==> src/rtl/hazard_controller.sv <==
// hazard_controller
//
// Sequences pipeline stalls and flushes around the operand forwarding network.
// Three situations are handled:
//   - Load-use hazards that forwarding cannot cover. Load data is forwarded
//     only from WB, so the consumer is held for two cycles.
//   - Multi-cycle EX operations (divider / FP divider). The front of the
//     pipeline is held until the result arrives or the watchdog expires.
//   - Taken branches. The wrong-path instructions in IF-ID and ID-EX are
//     flushed.
//
// The stall and flush controls are combinational (Mealy) outputs of the state
// and the current inputs. They are forced low while rst is asserted.
//
// Ports
//   clk, rst                    pipeline clock, async active-high reset
//   id_rs_1, id_rs_2            source register ids of the ID instruction
//   id_uses_rs_1/2              ID instruction actually reads that source
//   id_read_float               ID sources are float registers
//   ex_write_back_id            destination id of the EX instruction
//   ex_mem_read                 EX instruction is a load
//   ex_reg_write(_float)        EX writes the integer / float register file
//   ex_multi_start              EX starts a multi-cycle op this cycle
//   multi_done                  multi-cycle result valid (1-cycle pulse)
//   branch_taken                EX resolved a taken branch/jump
//   stall_if, stall_id          hold PC / IF-ID register
//   stall_ex                    hold ID-EX register
//   flush_id, flush_ex,
//   flush_mem                   bubble into IF-ID / ID-EX / EX-MEM
//   multi_timeout               sticky watchdog-expired flag
//   stall_cycles                saturating count of cycles with stall_if high
module hazard_controller #(
    parameter int MULTI_TIMEOUT = 64
) (
    input  logic        clk,
    input  logic        rst,
    input  logic [4:0]  id_rs_1,
    input  logic [4:0]  id_rs_2,
    input  logic        id_uses_rs_1,
    input  logic        id_uses_rs_2,
    input  logic        id_read_float,
    input  logic [4:0]  ex_write_back_id,
    input  logic        ex_mem_read,
    input  logic        ex_reg_write,
    input  logic        ex_reg_write_float,
    input  logic        ex_multi_start,
    input  logic        multi_done,
    input  logic        branch_taken,
    output logic        stall_if,
    output logic        stall_id,
    output logic        stall_ex,
    output logic        flush_id,
    output logic        flush_ex,
    output logic        flush_mem,
    output logic        multi_timeout,
    output logic [31:0] stall_cycles
);

    localparam int CNT_W = (MULTI_TIMEOUT > 2) ? $clog2(MULTI_TIMEOUT) : 1;
    localparam logic [CNT_W-1:0] CNT_LOAD = CNT_W'(MULTI_TIMEOUT - 1);
    localparam logic [CNT_W-1:0] CNT_ONE  = CNT_W'(1);

    typedef enum logic [1:0] {
        ST_RUN        = 2'd0,
        ST_LOAD_WAIT  = 2'd1,
        ST_MULTI_WAIT = 2'd2
    } state_t;

    state_t           state_q, state_d;
    logic [CNT_W-1:0] cnt_q, cnt_d;
    logic             timeout_q, timeout_d;
    logic [31:0]      stall_cnt_q, stall_cnt_d;

    logic             reg_match;
    logic             dest_qualifies;
    logic             load_use;

    logic             stall_if_c, stall_id_c, stall_ex_c;
    logic             flush_id_c, flush_ex_c, flush_mem_c;

    // Integer x0 never creates a hazard. Float f0 is a real register.
    always_comb begin
        reg_match = (id_uses_rs_1 && (ex_write_back_id == id_rs_1)) ||
                    (id_uses_rs_2 && (ex_write_back_id == id_rs_2));
        dest_qualifies = (ex_reg_write && !id_read_float && (ex_write_back_id != 5'd0)) ||
                         (ex_reg_write_float && id_read_float);
        load_use = ex_mem_read && reg_match && dest_qualifies;
    end

    always_comb begin
        state_d     = state_q;
        cnt_d       = cnt_q;
        timeout_d   = timeout_q;
        stall_if_c  = 1'b0;
        stall_id_c  = 1'b0;
        stall_ex_c  = 1'b0;
        flush_id_c  = 1'b0;
        flush_ex_c  = 1'b0;
        flush_mem_c = 1'b0;

        case (state_q)
            ST_RUN: begin
                if (branch_taken) begin
                    flush_id_c = 1'b1;
                    flush_ex_c = 1'b1;
                end else if (ex_multi_start) begin
                    // A result that is already valid needs no wait at all.
                    if (!multi_done) begin
                        stall_if_c  = 1'b1;
                        stall_id_c  = 1'b1;
                        stall_ex_c  = 1'b1;
                        flush_mem_c = 1'b1;
                        cnt_d       = CNT_LOAD;
                        state_d     = ST_MULTI_WAIT;
                    end
                end else if (load_use) begin
                    stall_if_c = 1'b1;
                    stall_id_c = 1'b1;
                    flush_ex_c = 1'b1;
                    state_d    = ST_LOAD_WAIT;
                end
            end

            ST_LOAD_WAIT: begin
                // The load is in MEM now. Its data is not forwardable yet,
                // and EX holds a bubble, so branch_taken is meaningless here.
                stall_if_c = 1'b1;
                stall_id_c = 1'b1;
                flush_ex_c = 1'b1;
                state_d    = ST_RUN;
            end

            ST_MULTI_WAIT: begin
                if (multi_done) begin
                    state_d = ST_RUN;
                    cnt_d   = '0;
                end else if (cnt_q <= CNT_ONE) begin
                    // The op is abandoned in the cycle its count would reach
                    // zero. That gives MULTI_TIMEOUT-1 stall cycles counted
                    // from the start cycle.
                    state_d   = ST_RUN;
                    cnt_d     = '0;
                    timeout_d = 1'b1;
                end else begin
                    stall_if_c  = 1'b1;
                    stall_id_c  = 1'b1;
                    stall_ex_c  = 1'b1;
                    flush_mem_c = 1'b1;
                    cnt_d       = cnt_q - CNT_ONE;
                end
            end

            default: begin
                state_d = ST_RUN;
                cnt_d   = '0;
            end
        endcase

        stall_cnt_d = stall_cnt_q;
        if (stall_if_c && (stall_cnt_q != 32'hFFFF_FFFF)) begin
            stall_cnt_d = stall_cnt_q + 32'd1;
        end
    end

    always_ff @(posedge clk or posedge rst) begin
        if (rst) begin
            state_q     <= ST_RUN;
            cnt_q       <= '0;
            timeout_q   <= 1'b0;
            stall_cnt_q <= 32'd0;
        end else begin
            state_q     <= state_d;
            cnt_q       <= cnt_d;
            timeout_q   <= timeout_d;
            stall_cnt_q <= stall_cnt_d;
        end
    end

    // Controls drop within the reset cycle, whatever the inputs show.
    assign stall_if      = stall_if_c  & ~rst;
    assign stall_id      = stall_id_c  & ~rst;
    assign stall_ex      = stall_ex_c  & ~rst;
    assign flush_id      = flush_id_c  & ~rst;
    assign flush_ex      = flush_ex_c  & ~rst;
    assign flush_mem     = flush_mem_c & ~rst;
    assign multi_timeout = timeout_q;
    assign stall_cycles  = stall_cnt_q;

endmodule

==> config.mk <==
export PLATFORM = sky130hd
export DESIGN_NAME = hazard_controller
export DESIGN_NICKNAME = d
export VERILOG_FILES = /design/src/rtl/hazard_controller.sv
export SDC_FILE = /design/constraint.sdc
export NUM_CORES = 1
export LEC_CHECK = 0
export CAP_MARGIN = 25
export CORE_MARGIN = 4
export CORE_UTILIZATION = 45
export CTS_CLUSTER_DIAMETER = 50
export DETAILED_ROUTE_END_ITERATION = 8
export DONT_BUFFER_PORTS = 1
export GPL_TIMING_DRIVEN = 0
export PLACE_DENSITY_LB_ADDON = 0.2
export SYNTH_ARGS = -nofsm -noshare
export SYNTH_HDL_FRONTEND = slang
export SYNTH_SLANG_ARGS = --single-unit
==> constraint.sdc <==
create_clock -name clk -period 2.8 [get_ports clk]
set_input_delay 0.56 -clock clk [delete_from_list [all_inputs] [get_ports clk]]
set_output_delay 0.56 -clock clk [all_outputs]
set_load 0.05 [all_outputs]
* Yosys cells after proc, flatten, opt, wreduce, memory -nomap -nowiden *
Index checks and enable logic that the tools add are counted.
W data, S select, Z words.

word-level totals
  register bits after elaboration = 41
  logic and storage cells = 69

cells by class
  add/sub/neg operators = 2
  $lt $le $gt $ge = 1
  equal/unequal tests = 11
  multiplexer cells = 28
  bitwise logic cells = 7
  reductions and logical operators = 16

operators with widths
  operator                 number
  $add A32 B1 Y32 const B  1
  $ne A32 B32 Y1 const B   1
  $mux W6                  5
  $pmux W6 S3              1
  $mux W1                  12
  $mux W2                  6
  $eq A5 B5 Y1             2
  $ne A3 B3 Y1 const B     3
  $logic_and A1 B1 Y1      8
  $reduce_and A4 Y1        2
  $le A6 B1 Y1 const B     1
  $ne A2 B2 Y1 const B     3
  $sub A6 B1 Y6 const B    1
  $reduce_bool A5 Y1       1
  $and A1 B1 Y1            4
  $pmux W1 S2              2
  $pmux W2 S2              1
  $not A1 Y1               3
  $pmux W1 S3              1
  $reduce_and A3 Y1        1
  $eq A2 B1 Y1 const B     1
  $eq A2 B2 Y1 const B     1
  $logic_not A2 Y1         1
  $logic_or A1 B1 Y1       2
  $logic_not A1 Y1         1

* Logic depth before layout (Yosys ltp) *
  depth after elaboration = 10
  mapped depth = 9
  depth with buffers taken out = 8

* Worst setup path after synthesis *
No wires, ideal clock.

  path kind = input to output
  from = in id_rs_1[2]
  to = out stall_if
  data arrival time = 2.447 ns
  path slack = -0.207 ns
  stages on the path = 7
  buffers on the path = 2
  cells stage by stage = xnor2_1 nand4_1 o22ai_1 a31oi_4 buf_2 nor2_1 buf_4

on the way
  cells in the longest elaborated chain, start to end = 10

RTL lines
  element                           line  text
  from (decl)                       37    input logic [4:0] id_rs_1,
  $eq A5 B5 Y1                      83    reg_match = (id_uses_rs_1 && (ex_write_back_id == id_rs_1)) ||
  $logic_and A1 B1 Y1               83
  $logic_or A1 B1 Y1                83
  $logic_and A1 B1 Y1 (2 in a row)  87    load_use = ex_mem_read && reg_match && dest_qualifies;
  $mux W1 (3 in a row)              --
  $pmux W1 S3                       --
  $and A1 B1 Y1                     --
  to (decl)                         49    output logic stall_if,

No other way between the ends.

* Worst setup path after layout *
  from = reg cnt_q[0]
  to = out stall_if

on the way
  cells in the longest elaborated chain, start to end = 5

RTL lines
  element                 line  text
  from (decl)             70    logic [CNT_W-1:0] cnt_q, cnt_d;
  from (signal assigned)  173   cnt_q <= cnt_d;
  $le A6 B1 Y1            137   end else if (cnt_q <= CNT_ONE) begin
  $mux W1 (2 in a row)    --
  $pmux W1 S3             --
  $and A1 B1 Y1           --

No other way between the ends.

==> out/metrics.yaml <==
cp-end-kind: "output pin"
cp_common_cell: "buf_8"
avgSynthCellArea_um2: 10.5
synth_top_area_share_pct: 42.8
finalHoldViolations: 0
num_vias: 1759
num-fill-cells: 473
wl_per_cell_um: 16.4
fin_cells: 313
skew_ps: 7.38
maxCapViolations: 0
startpoint: "cnt_q[0]"
drcViolationCount: 0
cp.required_ps: 2240
hp-class: "in2async"
startpoint_type: "flop"
path_clk_slew_ps: 80
status: "complete, no violations"
relSlewSlack_pct: 59.2
post-place-cells: 299
cellPowerDensity_mw_per_mm2: 622
synth_edf_count: 0
timing.setup.tns_ps: 0
vdd_ir_drop_max_mv: 0.302
gp_congestion: 0.785
path_cells: "ha_1 > o21bai_2 > o211ai_4 > o221ai_2 > a31oi_4 > buf_8 > nor2_4 > buf_8"
cellLeakagePower_nw: 0.971
worstSetupPathType: "reg2out"
die_y_um: 81.0
yosys.area.top_type: "dfrtp_1"
yosys_register_bits: 41
grt_pass1_wl_um: 8290
finalCritPeriodShare_pct: 95.9
cp_max_fo: 10
worst_hold_slack_ps: 78.0
start_util_pct: 46.6
syn2layout_area_growth_pct: 12.5
hpwlAfterDp_um: 3620
hold_buffers: 0
setup_viol: 0
period_needed_ps: 2690
cts_tree: "yes"
r2r_start: "stall_cycles[14]"
cts_max_level: 2
worst_path_max_delay_cell: "dfrtp_1"
clkLatencyLatePin_ps: 290
grt_max_degree: 22
final_cell_area_mm2: 0.00270
seqCellArea_mm2: 0.00103
core_area_mm2: 0.00514
nets: 271
yosys-top-cells-area: "dfrtp_1, xor2_1, xnor2_1, nand2_1, nand4_1"
grtUsageTotal_pct: 16.5
cts.sinks: 41
async_reset_ff_share_pct: 100
synthFlopType: "dfrtp_1"
multiInputGateArea_mm2: 0.00131
synth_seq_area_share_pct: 42.8
ant_nets: 0
first_iter_violations: 58
grt_pass1_vias: 1682
grt_antenna_before_repair: 0
yosysWarnings: 0
rows: 26
die_area_mm2: 0.00656
viasPerCell: 5.62
io_pins: 65
utilization_pct: 52.5
ys_types: 50
worst_pin_slew_ps: 612
dp_slack_ps: -194
netlist_instances: 228
dpl_cell_area_mm2: 0.00250
numCtsBuffers: 5
drive_gt1_share_pct: 22.6
slowest_delay_ps: 420
cts_buffer_depth: 2
power.total_mw: 1.68
drt_first_pass_iters: 4
syn-num-nets: 257
overflow: 0
die_width_um: 81.0
setup_ws_ps: 114
antenna_cells: 0
io_buffers: 0
drv_slew: 0
syn_area_mm2: 0.00240
cts-root-buf: "clkbuf_8"
max_freq_ghz: 0.372
cp_data_arrival_time_ps: 2130
grt_setup_unrepaired: "no"
drt-total-wl_um: 5150
[report_power, final]
| part | total, mW | switching [mW] | internal (mW) |
|---|---|---|---|
| combinational | 0.331 | 0.178 | 0.153 |
| sequential | 0.973 | 0.303 | 0.670 |
| clock | 0.373 | 0.200 | 0.173 |
| total | 1.68 | 0.680 | 0.996 |
[registers in the layout, indices dropped and copies added, names as in the netlist]
| register | flops |
|---|---|
| stall_cycles | 32 |
| cnt_q | 6 |
| state_q | 2 |
| multi_timeout | 1 |
[critical path, delay by kind of cell (launching register included)]
kind                     cells  cell delay, ps
AND/OR/NAND/NOR              1             310
adder cells (fa/ha/maj)      1             220
AO/OA/AOI/OAI                4             500
flip-flops                   1             420
buffers and inverters        2             390
[path summary, 6_finish.rpt]
check,cells past startpoint,to,slack [ps]
hold reg to reg,1,cnt_q[5],520
setup reg to reg,8,stall_cycles[27],130
min in group clk,2,state_q[0],500
hold / removal,1,stall_cycles[0],80
setup / recovery,8,stall_if,110
max in group asynchronous,1,stall_cycles[29],2320
[cell type report]
class / count / area share [%]
Buffer: 8 / 3.11
Clock buffer: 6 / 2.69
Timing Repair Buffer: 6 / 2.41
Inverter: 8 / 1.25
Clock inverter: 2 / 0.371
Tap cell: 70 / 3.25
Timing Repair inverter: 1 / 0.186
Multi-Input combinational cell: 171 / 48.6
Sequential cell: 41 / 38.1
[kinds of logic (layout without fill, tap and decap cells)]
family,count (synthesis),after routing,synth area share (%)
multiplexers,3,3,1.72
flip-flops,41,41,42.8
XOR/XNOR,38,38,13.9
AO/OA/AOI/OAI,27,27,8.98
adder cells (fa/ha/maj),3,3,1.57
AND/OR/NAND/NOR,100,100,27.1
buffers and inverters,16,31,3.97
[synthesized netlist by cell type (2+ instances only)]
master and count:
and3_1 3, nor4b_1 6, xnor2_1 14, nor3_1 8
o22ai_1 3, or2_2 3, or4_1 2, ha_1 3
nor4_2 4, buf_4 4, nand4_1 9, xor2_1 24
mux2_4 2, inv_1 8, nor2_1 12, nor3_2 5
nand2b_1 3, nand2_1 17, nor4_1 5, nand3_1 11
dfrtp_1 41, o21ai_0 10, a22o_1 4
[cell usage in the layout, fill, tap and decap left out, drive strengths merged, types with 2 or more instances in the layout]
master    instances
nand2b            3
nor4b             7
or4               3
nand3            11
or2               4
nand2            17
nor3b             2
xnor2            14
a22o              4
and3              3
buf              13
o22ai             3
nor2             12
nor3             13
clkinv            2
or3               2
mux2              3
clkinvlp          2
ha                3
clkbuf            7
nor4             10
nand4             9
xor2             24
dfrtp            41
inv               7
o21ai            11
[repair_timing]
item | in CTS | in global routing
gates resized for setup | 7 | 8
buffers inserted | 2 | 2
pin swaps | 2 | 1
gates cloned | 1 | 0
setup endpoints to repair | 12 | 13
[layer usage]
| layer | vias to the layer above | GRT usage (%) | wire length (µm) |
|---|---|---|---|
| met4 | 0 | 4.56 | 65 |
| met3 | 7 | 6.54 | 393 |
| met5 | - | 0 | 0 |
| met2 | 56 | 25.4 | 2400 |
| li1 | 848 | - | - |
| met1 | 848 | 21.6 | 2290 |
Note: power is estimated with default switching activity, not from simulation.
